`src/rtl/axil_rd_arbiter.sv`:
```
// Round-robin arbiter that lets S_COUNT AXI-lite read masters share one AXI-lite read slave.
// One read is in flight at a time. The AR payload is registered, and R is routed back combinationally.
module axil_rd_arbiter #(
    parameter int S_COUNT    = 4,
    parameter int DATA_WIDTH = 32,
    parameter int ADDR_WIDTH = 32,
    parameter int LSB_HIGH   = 1,
    localparam int CL_S      = (S_COUNT > 1) ? $clog2(S_COUNT) : 1
) (
    input  logic                          clk,
    input  logic                          rst,
    input  logic [S_COUNT*ADDR_WIDTH-1:0] s_axil_araddr,
    input  logic [S_COUNT*3-1:0]          s_axil_arprot,
    input  logic [S_COUNT-1:0]            s_axil_arvalid,
    output logic [S_COUNT-1:0]            s_axil_arready,
    output logic [S_COUNT*DATA_WIDTH-1:0] s_axil_rdata,
    output logic [S_COUNT*2-1:0]          s_axil_rresp,
    output logic [S_COUNT-1:0]            s_axil_rvalid,
    input  logic [S_COUNT-1:0]            s_axil_rready,
    output logic [ADDR_WIDTH-1:0]         m_axil_araddr,
    output logic [2:0]                    m_axil_arprot,
    output logic                          m_axil_arvalid,
    input  logic                          m_axil_arready,
    input  logic [DATA_WIDTH-1:0]         m_axil_rdata,
    input  logic [1:0]                    m_axil_rresp,
    input  logic                          m_axil_rvalid,
    output logic                          m_axil_rready,
    output logic                          grant_valid,
    output logic [CL_S-1:0]               grant_index
);

    typedef enum logic [1:0] {
        ST_IDLE,
        ST_AR,
        ST_R
    } state_t;

    state_t                 state;
    logic [CL_S-1:0]        rr_ptr;
    logic [ADDR_WIDTH-1:0]  araddr_reg;
    logic [2:0]             arprot_reg;

    logic                   found;
    logic [CL_S-1:0]        sel;
    logic [S_COUNT-1:0]     sel_onehot;
    logic [ADDR_WIDTH-1:0]  sel_addr;
    logic [2:0]             sel_prot;
    int                     idx;

    // Search starts at rr_ptr and wraps. With LSB_HIGH=0 and ptr at 0, the highest index wins instead.
    always_comb begin
        found      = 1'b0;
        sel        = '0;
        sel_onehot = '0;
        sel_addr   = '0;
        sel_prot   = '0;
        idx        = 0;
        for (int k = 0; k < S_COUNT; k++) begin
            if (LSB_HIGH == 0 && rr_ptr == '0) begin
                idx = S_COUNT - 1 - k;
            end else begin
                idx = int'(rr_ptr) + k;
                if (idx >= S_COUNT) begin
                    idx = idx - S_COUNT;
                end
            end
            if (!found && s_axil_arvalid[idx]) begin
                found           = 1'b1;
                sel             = CL_S'(idx);
                sel_onehot[idx] = 1'b1;
                sel_addr        = s_axil_araddr[idx*ADDR_WIDTH +: ADDR_WIDTH];
                sel_prot        = s_axil_arprot[idx*3 +: 3];
            end
        end
    end

    always_ff @(posedge clk) begin
        if (rst) begin
            state       <= ST_IDLE;
            grant_index <= '0;
            rr_ptr      <= '0;
            araddr_reg  <= '0;
            arprot_reg  <= '0;
        end else begin
            case (state)
                ST_IDLE: begin
                    if (found) begin
                        grant_index <= sel;
                        araddr_reg  <= sel_addr;
                        arprot_reg  <= sel_prot;
                        state       <= ST_AR;
                    end
                end
                ST_AR: begin
                    if (m_axil_arready) begin
                        state <= ST_R;
                    end
                end
                ST_R: begin
                    if (m_axil_rvalid && s_axil_rready[grant_index]) begin
                        rr_ptr <= (grant_index == CL_S'(S_COUNT - 1)) ? '0 : grant_index + 1'b1;
                        state  <= ST_IDLE;
                    end
                end
                default: state <= ST_IDLE;
            endcase
        end
    end

    // Handshake-facing outputs are gated by rst so nothing leaks out while reset is held.
    always_comb begin
        s_axil_arready = '0;
        s_axil_rvalid  = '0;
        if (!rst && state == ST_IDLE && found) begin
            s_axil_arready = sel_onehot;
        end
        for (int i = 0; i < S_COUNT; i++) begin
            if (!rst && state == ST_R && grant_index == CL_S'(i)) begin
                s_axil_rvalid[i] = m_axil_rvalid;
            end
        end
    end

    assign m_axil_rready  = !rst && (state == ST_R) && s_axil_rready[grant_index];
    assign m_axil_arvalid = (state == ST_AR);
    assign grant_valid    = (state != ST_IDLE);
    assign m_axil_araddr  = araddr_reg;
    assign m_axil_arprot  = arprot_reg;
    assign s_axil_rdata   = {S_COUNT{m_axil_rdata}};
    assign s_axil_rresp   = {S_COUNT{m_axil_rresp}};

endmodule

```
`config.mk`:
```
export PLATFORM = sky130hd
export DESIGN_NAME = axil_rd_arbiter
export DESIGN_NICKNAME = d
export VERILOG_FILES = /design/src/rtl/axil_rd_arbiter.sv
export SDC_FILE = /design/constraint.sdc
export NUM_CORES = 1
export LEC_CHECK = 0
export BUFFER_PORTS_ARGS = -buffer_cell sky130_fd_sc_hd__buf_4
export CORE_AREA = 2 2 143 145
export CTS_BUF_LIST = sky130_fd_sc_hd__clkbuf_4
export CTS_CLUSTER_DIAMETER = 30
export CTS_CLUSTER_SIZE = 8
export DETAILED_ROUTE_END_ITERATION = 10
export DIE_AREA = 0 0 145 147
export GPL_TIMING_DRIVEN = 0
export HOLD_SLACK_MARGIN = 0.03
export PLACE_DENSITY = 0.75
export REMOVE_ABC_BUFFERS = 1
export SLEW_MARGIN = 40
export SYNTH_ARGS = -nofsm -noshare
export SYNTH_HDL_FRONTEND = slang
export SYNTH_SLANG_ARGS = --single-unit
export TNS_END_PERCENT = 50
```
`constraint.sdc`:
```
create_clock -name clk -period 3.7 [get_ports clk]
set_input_delay 0.37 -clock clk [delete_from_list [all_inputs] [get_ports clk]]
set_output_delay 0.37 -clock clk [all_outputs]
set_load 0.01 [all_outputs]
```
==> results, run 1 <==
- The fmax is 0.2865 GHz.
- Summing over every cut layer, the via total after detailed routing is 7678.
- The number of failing hold endpoints at the final stage is 0.
- Counting flops and latches in the post-synthesis netlist gives 41.
- The H-tree depth is 2.
- For the pin with the worst max-slew slack, the measured transition is 775.5 ps.
- The critical path class is reg2out.
- Global routing used 28.25% of the available tracks.
- In this run the power spent charging and discharging nets is between 0.6 and 0.7 mW.
- The length in cells of the worst reg-to-reg path is 13.
- The number of slew-limit violations in the final report is 0.
- Port buffering added just under 200 buffers.
- The number of different library cells in the post-synthesis netlist is 65.
- The die is 147 µm tall.
- Detailed placement finished with a half-perimeter wire length of 24.01 mm.
- The number of maximum-capacitance violations is 0.
- The worst reg2reg path startpoint is rr_ptr[1]$_SDFFE_PP0P_.
- Traced cell by cell, the critical path runs through buf_12 -> clkinvlp_4 -> ha_4 -> buf_12 -> nor2_1 -> a32o_1 -> a31o_2 -> a22oi_1 -> a21oi_1 -> buf_4.
- The total setup violations reported at the end of the flow is 0.
- The die outline width is about 150 µm.
- The share of power burned in the clock network is between 15 and 20%.
- Data on the critical path arrives at its endpoint at between 3000 and 4000 ps.
- Dividing the detail-routed wire length by the instance count gives about 27 µm.
- The proportion of synthesized chip area in sequential cells is between 10% and 20%.
- The synthesis-to-finish area growth is 12.01%.
- The tightest slew margin relative to the limit is ~48%.
- Entering global routing, the biggest net connects ~50 pins.
- The worst hold slack after final layout is 234.6 ps.
- The flow ran to the end, and the final reports show no timing, DRC or antenna violations.
- Registers are responsible for 31.1% of the overall power.
- For this block, the routed nets add up to about 32 mm of wire.
- The highest metal layer with signal wires is met5.
- 0 antenna diodes ended up in the layout.
- The worst hold path begins at m_axil_arready.
- On the final layout, the worst clock skew is just over 20 ps.
- The Yosys step of the flow raised 0 warnings.
- The worst setup path is captured at a primary output.
- The source-to-sink clock delay at the later pin of the worst-skew pair is around 400 ps.
- The DRC violations left is 0.
- The final layout contains approximately 1100 nets.
- Counting stages on the worst path, the most repeated cell is buf_12.
- The first global-routing pass estimated ~46 mm of wire.
- Each instance of the synthesized netlist takes up on average roughly 8.5 µm².
- The detailed router finished its first iteration with 604 violations.
- Tracing the worst setup path back leads to its startpoint at rr_ptr[1]$_SDFFE_PP0P_.
- Dividing the final minimum period by the clock period gives 94.33%.
- Clock tree synthesis inserted a total of 5 buffers.
- The overall die area is about 0.021 mm².
- The slowest stage cell on the critical path is dfxtp_4.
- The post-layout minimum cycle time is around 3500 ps.
- The longest clock path from root to sink contains 2 buffers.
- In this run, post-CTS hold repair placed 0 buffers.
- The clock-pin slew reported for the worst setup and hold paths after clock tree synthesis is about 160 ps.
- Along the worst path, the maximum fanout reaches 47.
- The fill cell total of the finished layout is 1904.
- The combined area of all synthesized cells is 0.007741 mm².
- The number of cells traversed by the worst hold path is 3.
- Net switching is roughly two fifths of the power.
- The fraction of layout instances using a drive strength above 1 is roughly two fifths.
- The fraction of the core area covered by cells at the end of the flow is between 40% and 50%.
- The path class of the tightest hold or removal check is in2reg.
- CTS placed an instance of clkbuf_4 at the clock tree root.
- The analysis attributes to cell leakage a power of roughly 3 nW.
- The worst register-to-register path ends at m_axil_araddr[24]$_SDFFE_PP0P_.
- The number of buffers and inverters on the critical path is 4.
- The combinational share of power is a little over half.
- In this run the standard cell core region covers approximately 0.020 mm².
- The number of standard-cell rows in the floorplan is 52.
- The commonest register cell after synthesis is dfxtp_1.
- The effective utilization at floorplan is 39.01%.
- Once detail routing completed, the nets flagged for antenna violations numbered 0.
- In the layout the commonest cells are buf_4 (205), nor2_1 (80), mux4_2 (71).
- The clock tree from TritonCTS is built.
- After layout, the design draws a total of roughly 1.7 mW.
- The power per standard cell area is 197.6 mW/mm².
- The required time at the endpoint of the critical path is ~3300 ps.
- Clock tree synthesis found a total of around 40 sinks.
- 370 I/O pins were placed.
- The internal portion of total power is ~1.0 mW.
- The detailed router put a total of 11.14 mm of wire on met1.
- Summed over all layers, the global routing overflow is 0.
- The destination of the worst hold path is state[0]$_SDFFE_PP0P_.
- The met2 routed wirelength is ~14 mm.
- Setup slack on the worst reg-to-reg path comes out at between 400 and 500 ps.
- The final weighted congestion in routability-driven placement is 0.9735.
- The worst-case IR drop observed on VDD is 126.4 µV.
- After detailed routing, the number of vias per cell comes to 6.436.
- The most common library cell in the layout ignoring fill and taps is buf_4.
- Of all flip-flops after synthesis, the portion carrying an async set or reset was 0%.
- The number of iterations in the first detailed-routing pass is 6.
- The number of antenna violations at the first check in global routing is 0.
- STA classifies the critical path startpoint as a flip-flop.
- The via count of the first global-routing pass is roughly 7000.
- The final total negative setup slack is 0 ps.
- The sum of met3 wire segment lengths after detailed routing is ~4.3 mm.
- The family of cells with the greatest summed delay on the critical path is compound AO/OA/AOI/OAI gates.
- The count of flip-flops with a built-in enable after synthesis is 0.
- The delay of the slowest cell on the worst path is approximately 450 ps.
- The instance count of the mapped netlist is approximately 910.
- Setup repair after global routing left no endpoint under its margin.
synth_stat cells (4+ instances only):
master    instances  share of area, %
nand3_1          11              0.71
and2_1            7              0.57
dfxtp_1          41                11
a221oi_1         26               2.9
nand3b_1          5              0.48
or2_2             5              0.40
nor2_1           81               3.9
o21ai_0          40               2.6
nand2b_1          8              0.65
nor3_1            7              0.45
o221ai_1         10               1.1
mux2_2           29               4.2
clkbuf_1         38               1.8
nand2_1          66               3.2
inv_1             8              0.39
mux4_2           72                21
a211oi_1         34               3.3
a21oi_1          53               3.4
a22oi_1          27               2.6
ha_1             14               2.3
o211ai_1          4              0.39
nor2b_1           8              0.65
a31oi_1           8              0.65
buf_4           146                14
nor4_1            4              0.32
buf_2            31               2.0
mux2i_1          70               9.1
worst max-delay path by stage:
stage	to	depth (start not counted)
2_1_floorplan	m_axil_araddr[20]$_SDFFE_PP0P_	8
4_1_cts	s_axil_arready[3]	10
3_5_place_dp	m_axil_araddr[24]$_SDFFE_PP0P_	12
5_1_grt	s_axil_arready[3]	10
6_report	s_axil_arready[1]	10
3_3_place_gp	m_axil_araddr[30]$_SDFFE_PP0P_	8
state kept, by name, indices dropped and copies added, names as in the netlist:
register       count
m_axil_araddr     32
m_axil_arprot      3
grant_index        2
rr_ptr             2
state              2
power by group through the flow:
stage	Sequential (mW)	Clock [mW]	Combinational, mW
after global routing	0.539	0.303	0.981
final	0.532	0.271	0.910
after global placement	0.559	0	0.865
after CTS	0.532	0.290	0.901
after detailed placement	0.545	0	0.891
after floorplan	0.578	0	0.449
logic make-up (layout without fill, tap and decap cells):
family | Yosys count | after routing | share of synthesized area (%)
fa+ha+maj | 14 | 14 | 2.263
flops | 41 | 41 | 10.60
other cells | 1 | 1 | 0.04844
mux | 171 | 171 | 34.22
buf+inv | 225 | 241 | 18.59
compound gates | 235 | 235 | 20.92
simple gates | 220 | 220 | 13.37
tightest hold or removal path, delay by kind of cell:
kind / cells / cell delay [ps]
and+or+nand+nor: 1 / 90
buffers and inverters: 1 / 80
AOI/OAI and AO/OA: 1 / 60
metal layers:
metal	vias up	global-route usage, %
met5	-	8.636
met4	5	14.46
met3	79	15.37
met2	548	43.52
met1	3691	30.92
li1	3355	-
repair_timing:
action,in CTS,in global routing
gates resized for setup,1,3
pin swaps,1,0
setup endpoints to repair,37,4
buffers inserted,7,2
per-stage QoR:
stage	worst slack (ps)	std cells	instance area, µm²
6_report	209.7	1193	8671
3_3_place_gp	-12500	1160	8168
4_1_cts	74.11	1191	8646
3_5_place_dp	-198.4	1176	8518
5_1_grt	20.84	1193	8671
2_1_floorplan	-8116	691	6336
final cells by class:
cell class / instances / area [µm²] / area share, %
Tap cell: 270 / 337.8 / 3.896
Clock inverter: 2 / 11.26 / 0.1299
Clock buffer: 6 / 45.04 / 0.5195
Multi-Input combinational cell: 641 / 5534 / 63.82
Sequential cell: 41 / 828.3 / 9.553
Timing Repair Buffer: 224 / 1874 / 21.62
Inverter: 9 / 40.04 / 0.4618
No activity file was read; power rests on OpenSTA's default activity.
==> run 2: changes to the inputs <==
Settings changed: RECOVER_POWER set to 100.
==> run 2 against run 1 <==
- global-route usage did not move
- count of clock-buffer cells in the layout did not move
- critical endpoint is now m_axil_araddr[14]$_SDFFE_PP0P_
- fmax is 0.46% lower
- die area unchanged
- highest routed layer unchanged
- hold slack got worse by 1.1 ps
- critical path type is now reg2reg
- routed wire length up 0.27%
==> results, run 2 (synthesized netlist as in run 1, its figures left out) <==
- The run finished with clean final reports.
- 0 antenna diodes ended up in the layout.
- The register-to-register setup slack is 190 ps.
- The sequential share of power is around a third.
- The worst setup path is launched from a flip-flop.
- Routability-driven placement finished with a final weighted congestion of ~0.97.
- The longest clock path from root to sink contains 2 buffers.
- The final layout contains ~1100 nets.
- In the final layout, flip-flops and latches occupy 828.3 µm².
- For the worst-skew pair, the clock arrives at the later sink with an insertion delay of 400 ps.
- The first global-routing pass estimated approximately 46 mm of wire.
- The worst register-to-register path ends at m_axil_araddr[14]$_SDFFE_PP0P_.
- Overall power consumption after layout is estimated at 1.667 mW.
- The number of slew-limit violations in the final report came to 0.
- Combinational logic is responsible for 51.7% of the overall power.
- The min-delay analysis places its worst path in the category in2reg.
- The first TritonRoute pass finished after 5 iterations.
- For this design the ratio of total power to cell area is roughly 200 mW/mm².
- The initial utilization of the core area, before any placement, comes to 39.01%.
- Setup repair after global routing left no endpoint under its margin.
- The final setup skew is roughly 20 ps.
- The register with the most flip-flops in the layout has 32 of them.
- The total grt overflow is 0.
- The synthesis-to-finish area growth is 9.374%.
- The clock tree from TritonCTS is built.
- Summing all non-filler instances in the final layout gives an area of roughly 0.0085 mm².
- The via total after detailed routing is around 7700.
- The DRC violations left is 0.
- The via count of the first global-routing pass was 7192.
- Setup slack closes at roughly 190 ps.
- Counting the fill cells in the layout gives between 1500 and 2000.
- The number of ports placed on the die boundary is between 300 and 400.
- Global routing used between 10% and 20% of the available met3 tracks.
- The number of antenna violations at the first check in global routing is 0.
- The worst hold path begins at m_axil_arready.
- The clock-pin slew reported for the worst setup and hold paths after clock tree synthesis is 160 ps.
- After detailed placement, the total cell area comes to between 0.008 and 0.009 mm².
- Entering global routing, the biggest net connects 51 pins.
- The fraction of met2 tracks used by global routing is 43.52%.
- The top cell types in the final layout, fill and taps aside, are buf_4 (162), nor2_1 (80), mux4_2 (71).
- Measured against its own limit, the worst slew margin works out to 10.17%.
- The number of maximum-capacitance violations is 0.
- The worst hold path passes through 3 cells.
- The worst-case setup slack after placement is -198.4 ps.
- The die covers ~0.021 mm².
- The post-layout minimum cycle time is 3506 ps.
- Detailed placement ended at an HPWL of roughly 24 mm.
- The destination of the worst hold path is state[0]$_SDFFE_PP0P_.
- The worst-case IR drop observed on VDD is 126.1 µV.
- In the final layout, the share of cells above drive strength 1 is approximately a third.
- The detailed router finished its first iteration with about 530 violations.
- The biggest fanout along the worst timing path is 47.
- Setup violations remaining at the end of the flow were counted as 0.
- Clock tree synthesis inserted a total of 5 buffers.
- The share of power burned in the clock network is roughly 16%.
- Global routing used between 20% and 30% of the available tracks.
- Leaving out fill and tap cells, the most frequent cell in the layout is buf_4.
- The data arrival time at the worst-slack endpoint is 3760 ps.
- The fmax is 0.2852 GHz.
- For this design, the CTS-stage hold fixing added 0 buffers.
- For this design the total switching power over the nets is around 0.68 mW.
- The critical path is of the reg2reg type.
- Dividing the detail-routed wire length by the instance count gives approximately 27 µm.
- The number of failing hold endpoints at the final stage is 0.
- The floorplan has 52 rows.
- The total clock sinks is 41.
- The H-tree generated during clock tree synthesis spans 2 levels.
- The worst reg2reg path startpoint is rr_ptr[1]$_SDFFE_PP0P_.
- The internal power of the cells totals around 1 mW.
- The required time at the endpoint of the critical path is 3960 ps.
- In the final layout, the multi-input gates occupy between 0.005 and 0.006 mm².
- The fraction of the core area covered by cells at the end of the flow is 42.67%.
- The worst setup path is captured at a flip-flop.
- In this run, placement finished with an instance count of approximately 1200.
- The non-filler instance count after layout is around 1200.
- The die outline width is about 150 µm.
- The count of nets left with antenna violations once routing finished came out at 0.
- The total wire length is around 32 mm.
- After global routing, the most crowded layer is met2.
- The count of buffers added on input and output ports is about 200.
- The worst register-to-register path has a depth of 12.
- In this run the static leakage power is ~2.9 nW.
- The switching part of the total is between 40 and 50%.
- The buffer type at the clock tree root is clkbuf_4.
- The fraction of met1 tracks used by global routing is a little under a third.
- The slew at the pin closest to its max-slew limit is 1347 ps.
- The total area inside the core boundary comes to 0.01984 mm².
- In the finished design, the share of the clock period the worst path needs comes to 94.77%.
- Dividing the detail-routed via count by the number of cells gives roughly 6.4.
- In this run the vertical extent of the chip is 147 µm.
[run 2: worst max path at each step]
stage / to / cells after the start / start / slack (ps)
detailed placement: m_axil_araddr[24]$_SDFFE_PP0P_ / 12 / rr_ptr[1]$_SDFFE_PP0P_ / -200
CTS: s_axil_arready[3] / 10 / rr_ptr[0]$_SDFFE_PP0P_ / 70
floorplan: m_axil_araddr[20]$_SDFFE_PP0P_ / 8 / rr_ptr[0]$_SDFFE_PP0P_ / -8120
global placement: m_axil_araddr[30]$_SDFFE_PP0P_ / 8 / rr_ptr[0]$_SDFFE_PP0P_ / -12500
finish: m_axil_araddr[14]$_SDFFE_PP0P_ / 12 / rr_ptr[1]$_SDFFE_PP0P_ / 190
global route: s_axil_arready[3] / 10 / rr_ptr[1]$_SDFFE_PP0P_ / 30
[run 2: metal layers]
layer | up-vias | share of wire, %
met5 | - | 0.64
met4 | 5 | 5.3
met3 | 77 | 14
met2 | 567 | 45
met1 | 3685 | 35
li1 | 3351 | -
[run 2: per-stage QoR]
step / hold WS (ps) / setup TNS, ps
floorplan: 439.1 / -326310
global placement: 494.6 / -497970
detailed placement: 493.3 / -3893
CTS: 199.8 / 0
global route: 199.2 / 0
finish: 233.5 / 0
[run 2: power by group through the flow]
| stage | logic, mW | clock network, mW | registers [mW] |
|---|---|---|---|
| floorplan | 0.449 | 0 | 0.578 |
| global placement | 0.865 | 0 | 0.559 |
| detailed placement | 0.891 | 0 | 0.545 |
| CTS | 0.901 | 0.290 | 0.532 |
| global route | 0.932 | 0.303 | 0.539 |
| finish | 0.862 | 0.274 | 0.531 |
[run 2: layout make-up]
cell class / instances / area share (%)
multi-input cells: 641 / 65.27
repair buffers: 224 / 19.82
clock inverters: 2 / 0.1330
clock buffers: 6 / 0.5320
flip-flops and latches: 41 / 9.783
inverters: 9 / 0.4729
well taps: 270 / 3.990
[run 2: repair_timing]
action,4_1_cts,5_1_grt
pin swaps,1,0
buffers inserted,7,2
hold endpoints to repair,0,0
resized for setup,1,3
endpoints found under the setup margin,37,4
cloned,0,0
[run 2: worst max-delay path, stage by stage, from the launching register on]
cell and delay [ps]:
dfxtp_4 450, buf_12 220, clkinvlp_4 160, ha_4 300, buf_12 230, nor2_1 170
a32o_1 290, a31oi_1 390, nor2_4 80, buf_8 170, clkbuf_2 320, a221oi_1 420
a211oi_1 120
==> run 3: changes to the inputs <==
==> constraint.sdc (replaced) <==
create_clock -name clk -period 3.7 [get_ports clk]
set_input_delay 0.37 -clock clk [delete_from_list [all_inputs] [get_ports clk]]
set_output_delay 0.37 -clock clk [all_outputs]
set_load 0.1 [all_outputs]
==> run 3 against run 2 <==
- fmax down 0.65%
- combinational power rose by 48%
- die area unchanged
- critical endpoint is now s_axil_arready[0]
- clock power is essentially flat
- register-to-register slack better by 30 ps
==> results, run 3 (synthesized netlist as in run 1, its figures left out) <==
- For the final database, setup skew stands at 16.85 ps.
- The signal on the critical path passes through buf_16 -> inv_4 -> ha_4 -> buf_16 -> nor2_2 -> a32o_1 -> a31o_2 -> a22oi_1 -> a21oi_1 -> clkbuf_4.
- Dividing the detail-routed via count by the number of cells gives ~6.4.
- The net switching power of the design is around 1.1 mW.
- In this run the static leakage power is about 3 nW.
- The fill cell total of the finished layout is slightly below 2000.
- For this configuration, the core starts out at a cell density of 39.01%.
- The via total after detailed routing is a little under 8000.
- Counting cells, the worst reg-to-reg path comes to 12.
- The global-route wire length before repair is 45.78 mm.
- The number of standard-cell rows in the floorplan is 52.
- The maximum clock path buffer count is 2.
- The number of hold buffers added after CTS is 0.
- For this block, the initial DRC count from the detailed router was 600.
- The clock-pin slew reported for the worst setup and hold paths after clock tree synthesis is approximately 160 ps.
- The critical path is of the reg2out type.
- Summed over all nets, the half-perimeter wirelength after detailed placement is roughly 24 mm.
- After detailed routing, the number of remaining DRC violations is 0.
- At the end of the flow, the number of nets in the layout was 1123.
- The tool flagged a number of max-cap violations equal to 0.
- The startpoint identified for the worst hold timing path is m_axil_arready.
- The clock tree from TritonCTS is built.
- The number of failing hold endpoints at the final stage is 0.
- Combinational logic burns between 60% and 70% of the power.
- Of the cells placed in the final design, the portion with a size suffix greater than 1 is between 30% and 40%.
- The number of ports placed on the die boundary is between 300 and 400.
- The path class of the tightest hold or removal check is in2reg.
- The worst setup path is captured at a primary output.
- Relative to the synthesized area, the layout overhead comes to 10.02%.
- The family of cells with the greatest summed delay on the critical path is buffers and inverters.
- Of all nets on the critical path, the largest fanout is 25.
- The highest metal layer with signal wires is met5.
- The worst supply voltage drop on vdd is roughly 130 µV.
- Headroom to the max-slew limit came out at a little under a tenth.
- The number of cells traversed by the worst hold path is 3.
- The via count of the first global-routing pass came to between 7000 and 8000.
- Counting tap cells, the placed design contains a total of between 1000 and 1500 instances.
- The total grt overflow is 0.
- The remaining number of nets flagged by the antenna check after routing is 0.
- The total wire length is 32.12 mm.
- The routed wire length per instance is between 20 and 30 µm.
- Setup repair after global routing left no endpoint under its margin.
- The smallest clock period supported by the final layout is computed as between 3000 and 4000 ps.
- The number of antenna violations at the first check in global routing is 0.
- The share of the clock period used by the worst path after layout is approximately 95%.
- Buffers placed on the I/O ports in this run total ~200.
- The overall die area is ~0.021 mm².
- The buffer type at the clock tree root is clkbuf_4.
- The sum of met3 wire segment lengths after detailed routing is 4.370 mm.
- The H-tree depth is 2.
- 0 antenna diodes ended up in the layout.
- In this run the power density over the cells is approximately 240 mW/mm².
- The slowest stage cell on the critical path is dfxtp_4.
- Registers are responsible for 25.5% of the overall power.
- The most common library cell in the layout ignoring fill and taps is buf_4.
- Internal power comes to 0.9894 mW.
- Global routing used between 20 and 30% of the available tracks across all layers.
- The non-filler instance count after layout is 1194.
- The die outline width is around 150 µm.
- The clock network burns a little over an eighth of the power.
- The number of slew-limit violations in the final report is 0.
- The source-to-sink clock delay at the later pin of the worst-skew pair is about 400 ps.
- The endpoint of the lowest-slack register-to-register path is m_axil_araddr[14]$_SDFFE_PP0P_.
- The first TritonRoute pass finished after 5 iterations.
- The number of clock buffers added by TritonCTS is 5.
- The slew at the pin closest to its max-slew limit is approximately 1400 ps.
- Summing all placed instances gives a cell area of ~0.0085 mm².
- The data arrival time at the worst-slack endpoint is around 3200 ps.
- At the worst endpoint, the required time is about 3300 ps.
- Measured along the y axis, the die boundary spans 147 µm.
- The switching part of the total is between 50% and 60%.
- STA classifies the critical path startpoint as a flip-flop.
- The flow ran to the end, and the final reports show no timing, DRC or antenna violations.
- The fraction of the core area covered by cells at the end of the flow is 42.92%.
- Static timing analysis puts the maximum clock frequency at 0.2833 GHz.
- The clock drives 41 sinks.
- In this design, the critical path's most frequently occurring cell is buf_16.
- Wire segments on met2 add up to 14.55 mm in the final route.
- In this run the critical register-to-register path is launched from rr_ptr[0]$_SDFFE_PP0P_.
- The floorplan core area is about 0.02 mm².
- The pin count of the biggest net entering global routing is a little over 50.
- The number of flip-flops in the largest register is 32.
- The setup check on the worst reg-to-reg path leaves a slack of between 200 and 250 ps.
- Once layout is done, the placed cells without fillers occupy around 0.0085 mm².
- The top cell types in the final layout, fill and taps aside, are buf_4 (156), nor2_1 (79), mux4_2 (71).
- The met1 routed wirelength after detailed routing is 11.27 mm.
- The worst hold path terminates at state[0]$_SDFFE_PP0P_.
- The total setup violations reported at the end of the flow is 0.
- The final weighted congestion in routability-driven placement is 0.9735.
- The number of buffer and inverter instances along the worst setup path is 4.
- In this design, the stage delay of the slowest critical-path cell is 410 ps.
- The power consumption is roughly 2.1 mW.
run 3: through the flow:
stage / hold slack (ps) / TNS [ps] / setup WS [ps]
2_1_floorplan: 439.1 / -331020 / -8714
3_3_place_gp: 494.6 / -498340 / -12500
3_5_place_dp: 493.3 / -4577 / -358.8
4_1_cts: 199.8 / 0 / 45.18
5_1_grt: 199.8 / 0 / 17.14
6_report: 234.7 / 0 / 170.6
run 3: power by group through the flow:
stage               logic (mW)  clock network [mW]  registers (mW)
CTS                       1.32               0.290           0.532
detailed placement        1.31                   0           0.545
floorplan                0.493                   0           0.946
global route              1.35               0.303           0.539
global placement          1.28                   0           0.559
finish                    1.28               0.272           0.532
run 3: area by class of cell:
class                   instances  area [µm²]  area share, %
clock buffers                   6       45.04         0.5289
clock inverters                 2       11.26         0.1322
inverters                       9       40.04         0.4701
multi-input cells             641        5523          64.85
flip-flops and latches         41       828.3          9.725
well taps                     270       337.8          3.967
repair buffers                225        1732          20.33
run 3: per-layer routing:
| metal | track usage (%) | up-vias |
|---|---|---|
| met1 | 30.96 | 3699 |
| met5 | 8.636 | - |
| li1 | - | 3355 |
| met3 | 15.31 | 79 |
| met2 | 43.67 | 562 |
| met4 | 14.36 | 5 |
run 3: timing repair:
| item | 4_1_cts | 5_1_grt |
|---|---|---|
| setup buffers | 8 | 0 |
| setup endpoints to repair | 37 | 4 |
| gates resized for setup | 4 | 4 |
| cloned | 0 | 2 |
| pin swaps | 1 | 1 |
run 3: how the worst max path moves through the flow:
stage	from	end	slack (ps)	cells past startpoint
2_1_floorplan	rr_ptr[0]$_SDFFE_PP0P_	s_axil_arready[2]	-8710	7
3_3_place_gp	rr_ptr[0]$_SDFFE_PP0P_	m_axil_araddr[30]$_SDFFE_PP0P_	-12500	8
3_5_place_dp	rr_ptr[1]$_SDFFE_PP0P_	s_axil_arready[3]	-360	10
4_1_cts	rr_ptr[0]$_SDFFE_PP0P_	s_axil_arready[3]	50	10
5_1_grt	rr_ptr[0]$_SDFFE_PP0P_	s_axil_arready[0]	20	10
6_report	rr_ptr[0]$_SDFFE_PP0P_	s_axil_arready[0]	170	10
run 3: tightest hold or removal path, stage by stage:
cell	delay, ps
buf_4	80
nand2b_1	90
a21oi_1	60
